===== config.mk =====
export PLATFORM = sky130hd
export DESIGN_NAME = pipe_stage_reg
export DESIGN_NICKNAME = d
export VERILOG_FILES = /design/src/rtl/pipe_stage_reg.sv
export SDC_FILE = /design/constraint.sdc
export NUM_CORES = 1
export LEC_CHECK = 0
export BUFFER_PORTS_ARGS = -buffer_cell sky130_fd_sc_hd__buf_4
export CAP_MARGIN = 15
export CORE_MARGIN = 5
export CORE_UTILIZATION = 50
export DETAILED_ROUTE_END_ITERATION = 16
export PLACE_DENSITY = 0.84
export SLEW_MARGIN = 25
export SYNTH_ARGS = -nofsm -noshare
export SYNTH_HDL_FRONTEND = slang
export SYNTH_SLANG_ARGS = --single-unit

===== constraint.sdc =====
create_clock -name clk_i -period 6.6 [get_ports clk_i]
set_clock_uncertainty 0.2 [all_clocks]
set_input_delay 1.98 -clock clk_i [delete_from_list [all_inputs] [get_ports clk_i]]
set_output_delay 1.98 -clock clk_i [all_outputs]
set_load 0.05 [all_outputs]

===== src/rtl/pipe_stage_reg.sv =====
// Pipeline stage register (EX/MEM style) carrying control bits, destination address and payload.
// Latency: 1 cycle from input transfer to out_valid_o when the stage is empty.
// Backpressure: holds output stable while out_ready_i is low; in_ready_o drops when no slot is free.
//
// Configuration macro: PIPE_STAGE_SKID_EN
//   defined   -> two-entry skid buffer (EMPTY/ONE/TWO), in_ready_o driven from a flop
//   undefined -> single entry (EMPTY/ONE), in_ready_o = !out_valid_o || out_ready_i
//
// Ports:
//   clk_i, rst_i          clock and asynchronous active-high reset
//   flush_i               kill stored entries and any same-cycle input transfer
//   in_valid_i/in_ready_o upstream handshake; in_ctrl_i, in_addr_i, in_data_i entry fields
//   out_valid_o/out_ready_i downstream handshake; out_ctrl_o, out_addr_o, out_data_o entry fields

module pipe_stage_reg #(
    parameter int DATA_W = 32,
    parameter int CTRL_W = 4,
    parameter int ADDR_W = 5
) (
    input  logic                clk_i,
    input  logic                rst_i,
    input  logic                flush_i,
    input  logic                in_valid_i,
    output logic                in_ready_o,
    input  logic [CTRL_W-1:0]   in_ctrl_i,
    input  logic [ADDR_W-1:0]   in_addr_i,
    input  logic [2*DATA_W-1:0] in_data_i,
    output logic                out_valid_o,
    input  logic                out_ready_i,
    output logic [CTRL_W-1:0]   out_ctrl_o,
    output logic [ADDR_W-1:0]   out_addr_o,
    output logic [2*DATA_W-1:0] out_data_o
);

    logic                in_fire;
    logic                out_fire;
    logic                load_main_in;
    logic [CTRL_W-1:0]   main_ctrl;
    logic [ADDR_W-1:0]   main_addr;
    logic [2*DATA_W-1:0] main_data;

    assign in_fire  = in_valid_i && in_ready_o;
    assign out_fire = out_valid_o && out_ready_i;

`ifdef PIPE_STAGE_SKID_EN

    typedef enum logic [1:0] {
        ST_EMPTY = 2'd0,
        ST_ONE   = 2'd1,
        ST_TWO   = 2'd2
    } state_t;

    state_t              state_q;
    state_t              state_d;
    logic                ready_q;
    logic                load_main_skid;
    logic                load_skid;
    logic [CTRL_W-1:0]   skid_ctrl;
    logic [ADDR_W-1:0]   skid_addr;
    logic [2*DATA_W-1:0] skid_data;

    // Ready is computed from the next state and registered, so it never
    // depends combinationally on out_ready_i.
    assign in_ready_o  = ready_q;
    assign out_valid_o = (state_q != ST_EMPTY);

    always_ff @(posedge clk_i or posedge rst_i) begin
        if (rst_i) begin
            state_q <= ST_EMPTY;
            ready_q <= 1'b1;
        end else begin
            state_q <= state_d;
            ready_q <= (state_d != ST_TWO);
        end
    end

    always_comb begin
        state_d        = state_q;
        load_main_in   = 1'b0;
        load_main_skid = 1'b0;
        load_skid      = 1'b0;
        if (flush_i) begin
            state_d = ST_EMPTY;
        end else begin
            case (state_q)
                ST_EMPTY: begin
                    if (in_fire) begin
                        state_d      = ST_ONE;
                        load_main_in = 1'b1;
                    end
                end
                ST_ONE: begin
                    if (in_fire && out_fire) begin
                        load_main_in = 1'b1;
                    end else if (in_fire) begin
                        state_d   = ST_TWO;
                        load_skid = 1'b1;
                    end else if (out_fire) begin
                        state_d = ST_EMPTY;
                    end
                end
                ST_TWO: begin
                    // in_ready_o is low here, so only the drain path applies.
                    if (out_fire) begin
                        state_d        = ST_ONE;
                        load_main_skid = 1'b1;
                    end
                end
                default: state_d = ST_EMPTY;
            endcase
        end
    end

    always_ff @(posedge clk_i or posedge rst_i) begin
        if (rst_i) begin
            skid_ctrl <= '0;
            skid_addr <= '0;
            skid_data <= '0;
        end else if (load_skid) begin
            skid_ctrl <= in_ctrl_i;
            skid_addr <= in_addr_i;
            skid_data <= in_data_i;
        end
    end

`else

    typedef enum logic {
        ST_EMPTY = 1'b0,
        ST_ONE   = 1'b1
    } state_t;

    state_t state_q;
    state_t state_d;

    assign out_valid_o = (state_q == ST_ONE);
    assign in_ready_o  = !out_valid_o || out_ready_i;

    always_ff @(posedge clk_i or posedge rst_i) begin
        if (rst_i) begin
            state_q <= ST_EMPTY;
        end else begin
            state_q <= state_d;
        end
    end

    always_comb begin
        state_d      = state_q;
        load_main_in = 1'b0;
        if (flush_i) begin
            state_d = ST_EMPTY;
        end else begin
            case (state_q)
                ST_EMPTY: begin
                    if (in_fire) begin
                        state_d      = ST_ONE;
                        load_main_in = 1'b1;
                    end
                end
                ST_ONE: begin
                    if (in_fire) begin
                        load_main_in = 1'b1;
                    end else if (out_fire) begin
                        state_d = ST_EMPTY;
                    end
                end
                default: state_d = ST_EMPTY;
            endcase
        end
    end

`endif

    always_ff @(posedge clk_i or posedge rst_i) begin
        if (rst_i) begin
            main_ctrl <= '0;
            main_addr <= '0;
            main_data <= '0;
        end else if (load_main_in) begin
            main_ctrl <= in_ctrl_i;
            main_addr <= in_addr_i;
            main_data <= in_data_i;
`ifdef PIPE_STAGE_SKID_EN
        end else if (load_main_skid) begin
            main_ctrl <= skid_ctrl;
            main_addr <= skid_addr;
            main_data <= skid_data;
`endif
        end
    end

    // A bubble must never carry write enables downstream, even if stale
    // contents remain in the holding register after a flush.
    assign out_ctrl_o = out_valid_o ? main_ctrl : '0;
    assign out_addr_o = main_addr;
    assign out_data_o = main_data;

endmodule


Yosys cells after proc, flatten, opt, wreduce, memory -nomap -nowiden:

Index checks and enable logic that the tools add are counted.

* ROM bits: 0
* memories kept: 0
* flip-flop bits (word level): 74
* word-level logic and storage cells: 16
* input bits: 78
* bits in writable memories: 0
* latch bits: 0

* $add $sub $neg: 0
* equal/unequal tests: 0
* bitwise gates (word level): 1
* mux-type cells: 7
* reduce and logical (&&, ||, !) cells: 4
* shift-type cells: 0
* multipliers: 0
* div/mod/pow operators: 0
* order comparisons: 0

Operators with widths (count)
* 1-bit 2-to-1 mux: 5
* 4-bit 2-to-1 mux: 1
* 1-bit logical AND: 2
* 1-bit case mux with 2 select lines: 1
* 1-bit zero test: 1
* 1-bit logical OR: 1
* 1-bit inverter: 1

Longest topological paths before layout:

* depth in word-level cells: 6
* depth in mapped cells: 5
* gate-level depth less buffers: 3

Worst setup path before layout:

No wires, ideal clock.

* path kind: input port to output port
* start point: input out_ready_i
* end point: output in_ready_o
* arrival time: 2.324 ns
* data required time: 4.420 ns
* setup slack: 2.096 ns
* buffers on the path: 0
* cell stages on the path: 2
* cell sequence: nor2b_4 > inv_1

* cells in the longest elaborated chain, start to end: 1

RTL lines
* from (decl): line 29 `input logic out_ready_i,`
* 1-bit logical OR: line 137 `assign in_ready_o = !out_valid_o || out_ready_i;`
* to (decl): line 24 `output logic in_ready_o,`

No other way between the ends.

Worst setup path in the final report:

Ends and elaborated chain as after synthesis.

==> impl_metrics.ini <==
[sta]
timing_hold_violations_final = 0
maxSlewViolCount = 0
timing.slew.headroom = 0.573
fmax_ghz = 0.214
timing.hold.ws_ns = 0.300
min_period_over_period = 0.707
worstMarginPinSlew_ns = 0.641
rsz0062_at_grt = no
finalWorstPathRequiredPeriod_ns = 4.66
report.final.setup_viol = 0
final.setup.tns_ns = 0

[setup_path]
worst_ep_required_time_ns = 4.42
critical_path_class = input pin to output pin
worst_setup_path_start_kind = input pin
path_max_fanout = 3
timing.critical_path.to_type = output pin
worst_ep_arrival_time_ns = 2.48
ff2ff_path_depth = 4

[floorplan]
ios = 153
start_util = 0.508
die_width_um = 89.6
die_h_um = 89.6
fp.coreArea_sq_mm = 0.00624
die_area_sq_mm = 0.00803
row_count = 29

[placed_design]
portBuffers = 152
gp_congestion = 0.677
dp_hpwl_um = 5280

[pwr]
switchingPower_mw = 0.570
power_dens_cells_mw_per_mm2 = 343
power.sequential.fraction = 0.373
power_frac_clock = 0.246
power.switching_fraction = 0.369
total_leakage_power_nw = 2.29
internal_power_mw = 0.974
ir_worst_vdd_uv = 195
part_of_the_power_in_combinational_logic = 0.382

[run]
max-cap-violations = 0

[layout]
fillers = 434
fraction_of_final_layout_cells_sized_beyond_drive_strength_1 = 0.745
layout.area.seq_sq_mm = 0.00185
num-nets-final = 402
most-common-layout-cells = sky130_fd_sc_hd__buf_4 (154), sky130_fd_sc_hd__dfrtp_1 (74), sky130_fd_sc_hd__mux2_4 (70)
total_area_of_multi_input_combinational_cells_sq_mm = 0.00115
antenna_cells = 0
area.growth.synth_to_final_pct = 42.0
most_frequent_standard_cell_in_the_layout_excluding_fill_and_tap_cells = sky130_fd_sc_hd__buf_4
final_util = 0.721

[clock_network]
htree_num_levels = 3
setup_buffers_after_cts = 0
tritoncts = built
root_buffer = sky130_fd_sc_hd__clkbuf_8
worst_setup_hold_path_clk_slew_ns = 0.08
ctsResizeCount = 0
cts_made_buffers = 9
max-clock-path-buffers = 2
clock_sink_count = 74
holdBufCountCts = 0
clock_network_latency_to_the_later_pin_of_the_worst_skew_pair_ns = 0.33

[drt]
detail_route.iter0.violations = 58
routed_wirelength_um = 7100
detailroute.via_count = 1954
drc = 0
drt_first_pass_iters = 2
post_drt_wl_per_cell_um = 17.5
viasPerCell = 4.81
drtAntennaViolNets = 0

[grt]
grt_usage = 0.175
first_pass_grt_wire_length_um = 10400
grt_max_degree = 75
globalRouteOverflowTotal = 0
via_count_of_the_first_global_routing_pass = 2127
grt_antenna_before_repair = 0

[status]
run_status = complete, no violations

[hold_path]
hold-path-cell-count = 1
min-delay-path-class = flip-flop to flip-flop

[synthesis]
netlist_instances = 165
yosys.area.top_type_share = 0.584
synth.lib_cells_used.distinct = 9
synth_fp_nets = 243
synth.yosys.warnings = 0
seq_area_frac_synth = 0.584
post_synth.cell_area_avg_sq_um = 19.2
synth-seq-cells = 74
yosys-top-cells-area = sky130_fd_sc_hd__dfrtp_1 (58%), sky130_fd_sc_hd__mux2_4 (33%), sky130_fd_sc_hd__buf_12 (5.1%), sky130_fd_sc_hd__mux2_1 (1.1%), sky130_fd_sc_hd__and2_1 (0.79%)
synth.cell_area_sq_mm = 0.00317
synthDominantAreaCellType = sky130_fd_sc_hd__dfrtp_1
[worst max-delay path: stages]
cell and delay [ns]:
sky130_fd_sc_hd__buf_4 0.12, sky130_fd_sc_hd__nor2b_4 0.15, sky130_fd_sc_hd__inv_1 0.05, sky130_fd_sc_hd__buf_4 0.18
[final timing paths]
| path | start | end | slack, ns |
|---|---|---|---|
| worst max-delay path | out_ready_i | in_ready_o | 1.94 |
| worst min-delay path | out_data_o[20] | out_data_o[20] | 0.30 |
| worst max register to register | out_valid_o | out_data_o[21] | 4.24 |
| worst min register to register | out_data_o[20] | out_data_o[20] | 0.30 |
| max in group asynchronous | rst_i | out_data_o[1] | 4.16 |
| min in group asynchronous | rst_i | out_data_o[58] | 1.60 |
[synthesized netlist by cell type]
master	number
sky130_fd_sc_hd__and2_1	4
sky130_fd_sc_hd__buf_12	8
sky130_fd_sc_hd__dfrtp_1	74
sky130_fd_sc_hd__inv_1	2
sky130_fd_sc_hd__mux2_1	3
sky130_fd_sc_hd__mux2_4	70
sky130_fd_sc_hd__nor2_1	2
sky130_fd_sc_hd__nor2b_4	1
sky130_fd_sc_hd__nor3b_4	1
[per-stage QoR]
step | cells | total power [mW] | cell area, sq um | setup slack (ns)
after floorplan | 165 | 0.993 | 3170 | 2.10
after global placement | 389 | 1.17 | 4270 | 1.95
after detailed placement | 389 | 1.18 | 4270 | 1.93
after CTS | 405 | 1.56 | 4490 | 1.93
after global routing | 406 | 1.60 | 4500 | 1.89
final | 406 | 1.54 | 4500 | 1.94
[final cells by class]
class,count,share of cell area
Inverter,2,0.00167
Clock inverter,7,0.0208
Clock buffer,9,0.0275
Timing Repair Buffer,156,0.262
Sequential cell,74,0.411
Tap cell,77,0.0214
Multi-Input combinational cell,81,0.255
[flip-flops by register name, summed over array words and instances (netlist names)]
name	flops
out_data_o	64
main_ctrl	4
out_addr_o	5
out_valid_o	1
[logic make-up after synthesis]
logic type,Yosys count,share of synthesized area
flops,74,0.584
mux,73,0.342
buf+inv,10,0.0529
simple gates,8,0.0205
[routing by layer]
layer | vias to the layer above | wire length (um) | global-route usage
met4 | 0 | 142 | 0.0866
met1 | 970 | 2640 | 0.206
li1 | 886 | - | -
met5 | - | 0 | 0
met3 | 12 | 625 | 0.0547
met2 | 86 | 3690 | 0.291
[power by group through the flow]
stage / Sequential (mW) / Combinational (mW) / Clock [mW]
2_1_floorplan: 0.837 / 0.156 / 0
3_3_place_gp: 0.579 / 0.586 / 0
3_5_place_dp: 0.583 / 0.594 / 0
4_1_cts: 0.576 / 0.595 / 0.391
5_1_grt: 0.585 / 0.609 / 0.409
6_report: 0.575 / 0.589 / 0.379
Note: power is estimated with default switching activity, not from simulation.
